$ cat config.mk
export PLATFORM = sky130hd
export DESIGN_NAME = cla_pipe_32bit
export DESIGN_NICKNAME = d
export VERILOG_FILES = /design/src/rtl/cla_pipe_32bit.sv
export SDC_FILE = /design/constraint.sdc
export NUM_CORES = 1
export LEC_CHECK = 0
export BUFFER_PORTS_ARGS = -buffer_cell sky130_fd_sc_hd__buf_4
export CAP_MARGIN = 0
export CORE_MARGIN = 3
export CORE_UTILIZATION = 55
export DETAILED_ROUTE_END_ITERATION = 7
export MAX_ROUTING_LAYER = met4
export PLACE_DENSITY = 0.85
export SLEW_MARGIN = 20
export SYNTH_ARGS = -nofsm -noshare
export SYNTH_HDL_FRONTEND = slang
export SYNTH_SLANG_ARGS = --single-unit
$ cat constraint.sdc
create_clock -name clk -period 6.8 [get_ports clk]
set_clock_uncertainty 0.05 [all_clocks]
set_input_delay 1.7 -clock clk [delete_from_list [all_inputs] [get_ports clk]]
set_output_delay 1.7 -clock clk [all_outputs]
set_load 0.02 [all_outputs]
$ cat src/rtl/cla_pipe_32bit.sv
// cla_pipe_32bit: two-stage pipelined 32-bit add/subtract built from two 16-bit carry-lookahead adders.
// The low half is added in stage 1 and the high half in stage 2; valid/ready handshakes sit on both sides.
module cla_16bit (
  input  logic [15:0] a,
  input  logic [15:0] b,
  input  logic        cin,
  output logic [15:0] sum,
  output logic        cout
);
  // Returns the carry out of each bit of a 4-bit lookahead block.
  function automatic logic [3:0] la(input logic [3:0] g, input logic [3:0] p, input logic c);
    logic [3:0] r;
    r[0] = g[0] | p[0] & c;
    r[1] = g[1] | p[1] & g[0] | p[1] & p[0] & c;
    r[2] = g[2] | p[2] & g[1] | p[2] & p[1] & g[0] | p[2] & p[1] & p[0] & c;
    r[3] = g[3] | p[3] & g[2] | p[3] & p[2] & g[1] | p[3] & p[2] & p[1] & g[0] | &p & c;
    return r;
  endfunction
  logic [15:0] g, p, c;
  logic [3:0] gg, gp, gc, cc;
  assign g = a & b;
  assign p = a ^ b;
  for (genvar j = 0; j < 4; j++) begin : grp
    logic [3:0] t;
    assign t = la(g[4*j +: 4], p[4*j +: 4], 1'b0);
    assign gg[j] = t[3];
    assign gp[j] = &p[4*j +: 4];
    assign c[4*j +: 4] = la(g[4*j +: 4], p[4*j +: 4], cc[j]);
  end
  // Second lookahead level resolves all group carries at once.
  assign gc = la(gg, gp, cin);
  assign cc = {gc[2:0], cin};
  assign sum = p ^ {c[14:0], cin};
  assign cout = gc[3];
endmodule

module cla_pipe_32bit (
  input  logic        clk,
  input  logic        rst_n,
  input  logic        in_valid,
  output logic        in_ready,
  input  logic [31:0] a,
  input  logic [31:0] b,
  input  logic        cin,
  input  logic        sub,
  output logic        out_valid,
  input  logic        out_ready,
  output logic [31:0] sum,
  output logic        cout,
  output logic        ovf
);
  logic [31:0] b_eff;
  logic c0, adv;
  logic [15:0] lo_sum, hi_sum;
  logic lo_c, hi_c;
  logic s1_valid, s1_c16;
  logic [15:0] s1_sum_lo, s1_a_hi, s1_b_hi;
  logic s2_valid, s2_cout, s2_ovf;
  logic [31:0] s2_sum;
  assign b_eff = sub ? ~b : b;
  assign c0 = sub ? 1'b1 : cin;
  assign adv = !s2_valid || out_ready;
  // Stage 1 also accepts while stage 2 is stalled, so two beats can be buffered.
  assign in_ready = !s1_valid || adv;
  cla_16bit u_lo (.a(a[15:0]), .b(b_eff[15:0]), .cin(c0), .sum(lo_sum), .cout(lo_c));
  cla_16bit u_hi (.a(s1_a_hi), .b(s1_b_hi), .cin(s1_c16), .sum(hi_sum), .cout(hi_c));
  always_ff @(posedge clk) begin
    if (!rst_n) begin
      s1_valid <= 1'b0;
      s1_c16 <= 1'b0;
      s1_sum_lo <= '0;
      s1_a_hi <= '0;
      s1_b_hi <= '0;
      s2_valid <= 1'b0;
      s2_cout <= 1'b0;
      s2_ovf <= 1'b0;
      s2_sum <= '0;
    end else begin
      if (in_ready) s1_valid <= in_valid;
      if (in_valid && in_ready) begin
        s1_sum_lo <= lo_sum;
        s1_c16 <= lo_c;
        s1_a_hi <= a[31:16];
        s1_b_hi <= b_eff[31:16];
      end
      if (adv) s2_valid <= s1_valid;
      if (adv && s1_valid) begin
        s2_sum <= {hi_sum, s1_sum_lo};
        s2_cout <= hi_c;
        s2_ovf <= (s1_a_hi[15] == s1_b_hi[15]) && (hi_sum[15] != s1_a_hi[15]);
      end
    end
  end
  assign out_valid = s2_valid;
  assign sum = s2_sum;
  assign cout = s2_cout;
  assign ovf = s2_ovf;
endmodule
==> results of run 1 <==
[placed cells by master, fill, tap and decap left out, types with 5 or more instances in the layout]
cell type	n
nand3_1	19
inv_1	15
a21oi_1	63
ha_1	32
nor2_1	31
nand4b_1	10
nor3_1	5
o21ai_0	13
xnor2_1	25
o211ai_1	7
nand2_1	105
clkbuf_8	10
a21o_1	9
buf_4	109
dfxtp_1	85
xor2_1	19
a211oi_1	22
[final timing paths]
check        depth (start not counted)  slack [ns]  endpoint        from
max                                  4        2.61  in_ready   out_ready
min                                  2        0.41    sum[0]      sum[0]
max reg2reg                          7        4.36       ovf  s1_a_hi[2]
min reg2reg                          2        0.41    sum[0]      sum[0]
[where the power goes]
group / internal [uW] / switching [uW]
registers: 535 / 23.5
clock network: 144 / 187
logic: 129 / 162
[metal layers]
| layer | wire [um] | share of wire |
|---|---|---|
| met2 | 5222 | 0.46 |
| met4 | 202 | 0.018 |
| met5 | 0 | 0 |
| met3 | 703 | 0.062 |
| met1 | 5267 | 0.46 |
[sequential cells by signal, indices dropped and copies added (netlist names)]
name	cells
s1_a_hi	16
out_valid	1
s1_valid	1
sum	32
s1_c16	1
s1_b_hi	16
s1_sum_lo	16
ovf	1
cout	1
[cells by family after synthesis]
| group | Yosys count | share of synthesized area |
|---|---|---|
| AO/OA/AOI/OAI | 144 | 0.2021 |
| XOR/XNOR | 44 | 0.08367 |
| adder cells (fa/ha/maj) | 36 | 0.1043 |
| buffers and inverters | 48 | 0.04021 |
| flip-flops | 85 | 0.3695 |
| AND/OR/NAND/NOR | 199 | 0.2002 |
[critical path, stage by stage]
cell     delay (ns)
buf_4          0.11
nor2b_1        0.28
nand2_1        0.16
buf_4          0.18
[synth_stat cells, drive strengths merged (6+ instances only)]
library cell  instances
a211oi               23
a21o                  9
a21oi                64
buf                   8
clkbuf               24
dfxtp                85
ha                   32
inv                  16
nand2               105
nand3                19
nand4b               10
nor2                 31
nor3                  6
o211ai                8
o21ai                15
xnor2                25
xor2                 19
[area by class of cell]
| class | instances | area share |
|---|---|---|
| inverter | 16 | 0.01068 |
| clock inverter | 6 | 0.008456 |
| timing repair buffer | 109 | 0.1455 |
| tap | 102 | 0.02270 |
| sequential | 85 | 0.3026 |
| multi-input combinational | 423 | 0.4855 |
| clock buffer | 10 | 0.02448 |
[metrics by stage]
| stage | std cells | utilization | hold slack (ns) | setup WS [ns] | cell area, um2 |
|---|---|---|---|---|---|
| finish | 751 | 0.7093 | 0.4068 | 2.614 | 5623 |
| global route | 751 | 0.7093 | 0.4126 | 2.529 | 5623 |
| CTS | 751 | 0.7093 | 0.4053 | 2.614 | 5623 |
| detailed placement | 735 | 0.6859 | 0.3944 | 2.619 | 5438 |
| global placement | 735 | 0.6859 | 0.3889 | 2.670 | 5438 |
| floorplan | 556 | - | 0.3820 | 2.672 | 4606 |
==> results.md, run 1 <==
- Die Area: 9508 um2
- Antenna Nets Post-Route: 0
- Setup repair bufs after CTS: 0
- Clock Sinks: 85
- Multi-input logic area: between 2000 and 3000 um2
- Largest net degree at the start of global routing: 68
- Synth Cell Area: 4606 um2
- Post-cts sizing count: 0
- GPL Wtd Cong: about 0.9
- Global-route wire length before repair: 18.46 mm
- Initial Util: 0.5810
- Final Max Tran Viols: 0
- Synth warn: 0
- Global route total overflow: 0
- FFs w/ async S/R, synth: 0
- Met2 Track Usage GR: 0.3737
- Pwr Total: 1181 uW
- Nets@finish: 750
- Filler Cell Count: 642
- Vias in the first global route: 4024
- DRC: 0
- Core area: between 7000 and 8000 um2
- # diodes: 0
- Post-detail-place hpwl: 8.415 mm
- Tightest Pin Transition: roughly 1.1 ns
- Clock tree from TritonCTS: built
- CP endpoint kind: output port
- Vias per cell: 5.655
- Worst slew margin: 0.2505
- Overall die height: 97.51 um
- Area contributors post-synth: dfxtp_1 37%, ha_1 8.7%, nand2_1 8.6%
- Die width: 97.51 um
- Tightest Hold Check Type: register to register
- Final period util: 0.6157
- Clk slew on worst S/H paths: approximately 0.09 ns
- Status: finished clean
- Type of origin of the critical path: input pin
- Worst-skew pair later-pin latency: 0.35 ns
- Final Setup Violations: 0
- Final Hold Vio Count: 0
- # rows: 32
- Detailed Routing Iterations Pass 1: 4
- Critical path class: input pin to output port
- Final wirelength: 11.40 mm
- Main synth FF type: dfxtp_1
- Clock Path Buffers: 2
- Via count: around 4200
- Power per cell area: 210.0 nW/um2
- Worst path required time: 5.05 ns
- Worst Path Arrival: 2.44 ns
- DRT iter0 DRCs: around 190
- H-tree levels: 3
- Layer with the highest usage: met2
- Max-cap violations: 0
- Min cycle time layout: 4.186 ns
- Count of hold-fix buffers inserted at cts: 0
- Leakage: 0.002461 uW
- Highest Clock Rate: approximately 0.24 GHz
- Overall Global Routing Usage: 0.2400
- Syn nets: 662
- Synth unique cells: 57
- I/O pin cnt: between 100 and 150
- Synthesized flop and latch total: 85
- IO Port Bufs: 105
- Seq. cell area: 1702 um2
- CTS buffer count: 9
- Post-synth EDFFs: 0
- IR drop worst, VDD: 0.0001014 V
- Largest fanout on the critical path: 3
- Met3 Track Usage GR: 0.03805
- Share of the synthesized area in the top cell type: 0.3695
- Syn Inst Count: roughly 560
- Layout cells sized above 1: 0.2111
- Area Growth Syn to Fin: 22.09%
- Antenna violations before repair: 0
- Root buf cell: clkbuf_8
- Synth area leader: dfxtp_1
- Setup TNS: 0 ns
- WL/cell: 15.17 um
- Sequential area share after synthesis: 0.3695
- RSZ-0062 raised after global routing: no
- Syn avg cell area: 8.284 um2
- M1 GR Usage: 0.3191
Power figures use the tool's default switching activity.
==> run 2, diff against run 1 <==
Settings changed: CORE_UTILIZATION 55 to 49, PLACE_DENSITY 0.85 to 0.8.
Clock period 6.8 ns to 3.5 ns, I/O delays scaled along.
==> results.md, run 2 (synthesis results as in run 1) <==
- Final Max Tran Viols: 0 (unchanged)
- Die width: 103.0 um (was 97.51 um)
- Final Hold Vio Count: 0 (unchanged)
- DRT iter0 DRCs: 182 (was 189)
- Worst-skew pair later-pin latency: 0.35 ns (about the same)
- Count of hold-fix buffers inserted at cts: 0 (unchanged)
- # diodes: 0 (unchanged)
- Max reg flops: 32 (unchanged)
- Hold Path Sink: s1_sum_lo[1] (was sum[0])
- Leakage: 0.002481 uW (was 0.002461 uW)
- Die Area: 10600 um2 (was 9508 um2)
- Initial Util: 0.5155 (was 0.5810)
- RSZ-0062 raised after global routing: no (unchanged)
- Commonest non-fill, non-tap cell in the layout: buf_4 (unchanged)
- Post-layout util: 0.6311 (was 0.7093)
- Detailed Routing Iterations Pass 1: 5 (was 4)
- Most frequent cells in the layout: 109 x buf_4, 105 x nand2_1, 85 x dfxtp_1 (unchanged)
- GPL Wtd Cong: 0.9180 (was 0.9026)
- FF-to-FF setup slack: 1.19 ns (was 4.36 ns)
- Hold Path Origin: s1_sum_lo[1] (was sum[0])
- Hold-critical path depth: 2 (unchanged)
- Reg-to-Reg Start: s1_b_hi[5] (was s1_a_hi[2])
- Core area: 8934 um2 (was 7928 um2)
- Post-detail-place hpwl: 8.874 mm (was 8.415 mm)
- Final period util: 0.7983
- Clock Path Buffers: 2 (unchanged)
- Capturing point of the worst reg2reg path: ovf (unchanged)
- Worst slew margin: 0.3422 (was 0.2505)
- IR drop worst, VDD: 0.0001645 V (was 0.0001014 V)
- Clk slew on worst S/H paths: 0.07 ns (was 0.09 ns)
- DRC: 0 (unchanged)
- CP endpoint kind: register (was output port)
- Antenna Nets Post-Route: 0 (unchanged)
- Final wirelength: 11.87 mm (was 11.40 mm)
- Worst Path Arrival: 2.96 ns (was 2.44 ns)
- Area Growth Syn to Fin: 22.41% (was 22.09%)
- Worst path required time: 3.67 ns (was 5.05 ns)
- DR WL met2: 5.679 mm (was 5.222 mm)
- Max-cap violations: 0 (unchanged)
- Global route total overflow: 0 (unchanged)
- Clock tree from TritonCTS: built (unchanged)
- Post-cts sizing count: 0 (unchanged)
- Root buf cell: clkbuf_8 (unchanged)
- Min cycle time layout: ~2.8 ns
- Critical path class: input pin to register (was input pin to output port)
- Largest net degree at the start of global routing: 56 (was 68)
- # rows: 34 (was 32)
- Tightest Hold Check Type: register to register (unchanged)
- Status: finished clean (unchanged)
- Vias in the first global route: 4099 (was 4024)
- Met1 Wirelength: 5.334 mm (was 5.267 mm)
- CTS buffer count: 9 (unchanged)
- Power per cell area: 397.7 nW/um2 (was 210.0 nW/um2)
- Setup repair bufs after CTS: 0 (unchanged)
- Tightest Pin Transition: 0.9852 ns (was 1.122 ns)
- Via count: 4261 (was 4247)
- Global-route wire length before repair: 18.77 mm (was 18.46 mm)
- Highest Clock Rate: 0.3579 GHz
- Post-layout instance count excluding filler cells: 756 (was 751)
- Top Metal Used: met4 (unchanged)
- Overall Global Routing Usage: 0.2303 (was 0.2400)
- Vias per cell: 5.636 (was 5.655)
- Type of origin of the critical path: input pin (unchanged)
- Placed cells: 743 (was 735)
- Post-layout instance area: 5638 um2 (was 5623 um2)
- Nets@finish: 752 (was 750)
- Layout cells sized above 1: 0.2099 (was 0.2111)
- WL/cell: 15.71 um (was 15.17 um)
- Antenna violations before repair: 0 (unchanged)
- Clock Sinks: 85 (unchanged)
- R2r worst-path depth: 7 (unchanged)
- Setup TNS: 0 ns (unchanged)
- Overall die height: 103.0 um (was 97.51 um)
- Post-DP Area: 5485 um2 (was 5438 um2)
- Met3 wire length: 605 um (was 703 um)
- I/O pin cnt: 106 (unchanged)
- Final Setup Violations: 0 (unchanged)
- IO Port Bufs: 105 (unchanged)
- Largest fanout on the critical path: 18 (was 3)
- H-tree levels: 3 (unchanged)
run 2: changes by cell type in the layout (fill, tap and decap cells not counted), sizes merged:
cell	delta
buf	+2
clkinv	+2
clkinvlp	-4
inv	-1
run 2: report_power, final:
part / internal (uW) / switching [uW]
clock network: 262 / 324
registers: 1040 / 44.0
logic: 256 / 316
total: 1560 / 684
run 2: stage by stage:
step	hold slack [ns]	setup WS, ns	power (uW)
after floorplan	0.3820	0.1972	1475
after global routing	0.4307	0.5020	2367
after global placement	0.3890	0.4861	1646
after detailed placement	0.3947	0.3839	1673
after CTS	0.4033	0.7464	2249
final	0.4019	0.7061	2242
run 2: worst max path at each step:
stage | from | end | slack, ns | cells after the start
finish | sub | s1_sum_lo[9] | 0.71 | 9
global route | sub | s1_c16 | 0.50 | 9
CTS | sub | s1_sum_lo[9] | 0.75 | 9
detailed placement | sub | s1_sum_lo[9] | 0.38 | 9
global placement | sub | s1_sum_lo[4] | 0.49 | 9
floorplan | sub | s1_sum_lo[13] | 0.20 | 11
run 2: layout make-up:
cell class                      instances  area, um2
Inverter                               16      60.06
Clock inverter                          3      15.01
Sequential cell                        85       1702
Multi-Input combinational cell        423       2730
Tap cell                              108      135.1
Timing Repair Buffer                  111      858.3
Clock buffer                           10      137.6
Fill cell                             803       3296
run 2: worst max-delay path, cell delays in order:
cell and delay (ns):
buf_4 0.21, xor2_1 0.19, ha_1 0.35, o211ai_2 0.12, a21oi_1 0.36, nor3_2 0.13
o21ai_1 0.40, a21oi_1 0.13, nand4b_1 0.19
run 2: layer usage:
layer	global-route usage	up-vias
li1	-	2129
met2	0.3661	122
met4	0.07869	0
met1	0.2957	1988
met5	-	-
met3	0.04127	22
==> run 3, diff against run 2 <==
Settings changed: ABC_AREA set to 1.
Clock period 3.5 ns to 2.4 ns, I/O delays scaled along.
==> results.md, run 3 <==
- Initial Util: 0.5111 (was 0.5155)
- Root buf cell: clkbuf_8 (unchanged)
- Final Setup Violations: 0 (unchanged)
- Count leader, synth: dfxtp_1 (was nand2_1)
- Syn avg cell area: 7.519 um2 (was 8.284 um2)
- Worst Slack Setup Final: 0.2083 ns (was 0.7061 ns)
- Largest fanout on the critical path: 8 (was 18)
- Post-detail-place hpwl: 8.820 mm (was 8.874 mm)
- I/O pin cnt: 106 (unchanged)
- Most frequent cells in the layout: 135 x buf_4, 85 x dfxtp_1, 74 x a21oi_1 (was 109 x buf_4, 105 x nand2_1, 85 x dfxtp_1)
- CP endpoint kind: register (unchanged)
- Delay-heaviest family, CP: adder cells (was compound AO/OA/AOI/OAI gates)
- Worst-skew pair later-pin latency: 0.36 ns (was 0.35 ns)
- Max reg flops: 32 (unchanged)
- Syn nets: 740 (was 662)
- Global route total overflow: 0 (unchanged)
- Commonest non-fill, non-tap cell in the layout: buf_4 (unchanged)
- Main synth FF type: dfxtp_1 (unchanged)
- Critical path class: input pin to register (unchanged)
- Setup repair bufs after CTS: 0 (unchanged)
- Clk pwr share: 0.322 (was 0.261)
- GPL Wtd Cong: 0.9375 (was 0.9180)
- CP cell instances: buf_4 -> xor2_1 -> ha_1 -> nand2_1 -> nor2_2 -> nand2_2 -> nand3_4 -> inv_2 -> fa_2 -> xnor2_1 -> o21ai_1 -> a21oi_1 (was buf_4 -> xor2_1 -> ha_1 -> o211ai_2 -> a21oi_1 -> nor3_2 -> o21ai_1 -> a21oi_1 -> nand4b_1)
- Comb pwr share: 0.275 (was 0.255)
- Synth area leader: dfxtp_1 (unchanged)
- Synth Cell Area: 4767 um2 (was 4606 um2)
- Die width: 104.6 um (was 103.0 um)
- Count of hold-fix buffers inserted at cts: 0 (unchanged)
- Reg-to-Reg Start: s1_a_hi[3] (was s1_b_hi[5])
- Via count: 4498 (was 4261)
- DRC: 0 (unchanged)
- Min cycle time layout: 2.192 ns
- Antenna violations before repair: 0 (unchanged)
- Global-route wire length before repair: 20.06 mm (was 18.77 mm)
- Worst path required time: 2.58 ns (was 3.67 ns)
- Vias per cell: 5.071 (was 5.636)
- Tightest Hold Check Type: register to register (unchanged)
- Die Area: 10950 um2 (was 10600 um2)
- Hold Path Origin: s1_sum_lo[5] (was s1_sum_lo[1])
- Final period util: 0.9132
- Post-synth EDFFs: 0 (unchanged)
- Max-cap violations: 0 (unchanged)
- Post-cts sizing count: 0 (unchanged)
- Clock tree from TritonCTS: built (unchanged)
- Detailed Routing Iterations Pass 1: 4 (was 5)
- Area contributors post-synth: dfxtp_1 36%, ha_1 8.4%, a21oi_1 7.8% (was dfxtp_1 37%, ha_1 8.7%, nand2_1 8.6%)
- Synth unique cells: 37 (was 57)
- Share of the synthesized area in the top cell type: 0.3570 (was 0.3695)
- Worst path bufs/invs: 2 (was 1)
- Leakage: 0.003033 uW (was 0.002481 uW)
- Synthesized flop and latch total: 85 (unchanged)
- FFs w/ async S/R, synth: 0 (unchanged)
- CP Launch Point: sub (unchanged)
- Largest net degree at the start of global routing: 66 (was 56)
- Layout cells sized above 1: 0.2454 (was 0.2099)
- Clock Path Buffers: 2 (unchanged)
- Clock Sinks: 85 (unchanged)
- Nets@finish: 859 (was 752)
- WL/cell: 13.35 um (was 15.71 um)
- # rows: 35 (was 34)
- Critical path's largest stage delay: 0.33 ns (was 0.40 ns)
- Flop pwr share: 0.403 (was 0.483)
- Final Hold Vio Count: 0 (unchanged)
- Worst Path Arrival: 2.38 ns (was 2.96 ns)
- Power per cell area: 643.6 nW/um2 (was 397.7 nW/um2)
- Type of origin of the critical path: input pin (unchanged)
- Setup TNS: 0 ns (unchanged)
- DRT iter0 DRCs: 151 (was 182)
- Critical path's slowest cell: ha_1 (was o21ai_1)
- IO Port Bufs: 105 (unchanged)
- Highest Clock Rate: 0.4563 GHz
- CTS buffer count: 9 (unchanged)
- Overall die height: 104.6 um (was 103.0 um)
- Overall Global Routing Usage: 0.2266 (was 0.2303)
- NetSw: 1180 uW (was 684.2 uW)
- Synth top cells by count: 85 x dfxtp_1, 74 x a21oi_1, 72 x nand2_1, 71 x o21ai_0 (was 105 x nand2_1, 85 x dfxtp_1, 64 x a21oi_1, 32 x ha_1, 31 x nor2_1)
- Clk slew on worst S/H paths: 0.09 ns (was 0.07 ns)
- Vias in the first global route: 4520 (was 4099)
- Status: finished clean (unchanged)
- Tightest Pin Transition: 0.5434 ns (was 0.9852 ns)
- H-tree levels: 3 (unchanged)
- Pint: 2769 uW (was 1558 uW)
- Final wirelength: 11.85 mm (was 11.87 mm)
- Worst slew margin: 0.6378 (was 0.3422)
- # diodes: 0 (unchanged)
- Sequential area share after synthesis: 0.3570 (was 0.3695)
- Final Max Tran Viols: 0 (unchanged)
- Antenna Nets Post-Route: 0 (unchanged)
- Filler Cell Count: 794 (was 803)
- Switching part of the total power: 0.2989 (was 0.3051)
- Core area: 9328 um2 (was 8934 um2)
- IR drop worst, VDD: 0.0003038 V (was 0.0001645 V)
- DP Worst Slack: -0.1707 ns (was 0.3839 ns)
- RSZ-0062 raised after global routing: no (unchanged)
- Syn Inst Count: 634 (was 556)
- Synth warn: 0 (unchanged)
- Area Growth Syn to Fin: 28.71% (was 22.41%)
[run 3: cell count changes in the layout (fill, tap and decap cells not counted), sizes merged, moves of 10 or more]
cell,delta
inv,+56
a211oi,-22
nand2,-19
nand3,+16
o21ai,+61
nor2,+45
nand4b,-10
buf,+26
a21oi,+11
[run 3: metrics by stage]
stage	power [uW]	utilization	cell area [um2]	cells	hold slack, ns
after floorplan	2318	-	4815	634	0.3797
after detailed placement	2704	0.6302	5878	871	0.3974
after global routing	4162	0.6578	6136	887	0.4312
final	3949	0.6578	6136	887	0.3951
after CTS	3965	0.6578	6136	887	0.4018
after global placement	2656	0.6302	5878	871	0.3879
[run 3: cell type report]
class	instances	area (um2)	area share
clock buffer	11	151.4	0.02467
clock inverter	5	106.4	0.01733
inverter	72	270.3	0.04405
multi-input combinational	448	2691	0.4386
sequential	85	1702	0.2773
tap	129	161.4	0.02631
timing repair buffer	137	1054	0.1717
[run 3: kinds of logic (layout without fill, tap and decap cells)]
group,Yosys count,in the layout,synth area share
compound gates,158,158,0.1730
xor+xnor,44,44,0.08084
fa+ha+maj,36,36,0.1008
buf+inv,101,225,0.08346
flops,85,85,0.3570
simple gates,210,210,0.2050
[run 3: worst register-to-register path, stage by stage (launching register included)]
cell and delay [ns]:
dfxtp_1 0.32, ha_1 0.34, a21oi_1 0.17, nand2_1 0.12, nand2_1 0.14, nand4_1 0.24, nand2_1 0.18, a21oi_1 0.08
nor2_1 0.13, nor2_1 0.06
[run 3: power groups by stage]
| stage | Sequential (uW) | Combinational, uW | Clock, uW |
|---|---|---|---|
| finish | 1590 | 1090 | 1270 |
| global route | 1600 | 1220 | 1340 |
| CTS | 1590 | 1090 | 1290 |
| detailed placement | 1620 | 1080 | 0 |
| global placement | 1620 | 1040 | 0 |
| floorplan | 1660 | 659 | 0 |
[run 3: path summary, 6_finish.rpt]
kind | cells past startpoint | end | slack, ns
min reg2reg | 2 | sum[5] | 0.40
max reg2reg | 9 | sum[27] | 0.47
max | 12 | s1_sum_lo[5] | 0.21
min | 2 | sum[5] | 0.40
[run 3: layer usage]
metal,routed length (um),GRT usage
met3,635,0.04632
met2,5893,0.3884
met5,0,-
met4,240,0.08341
met1,5076,0.2628
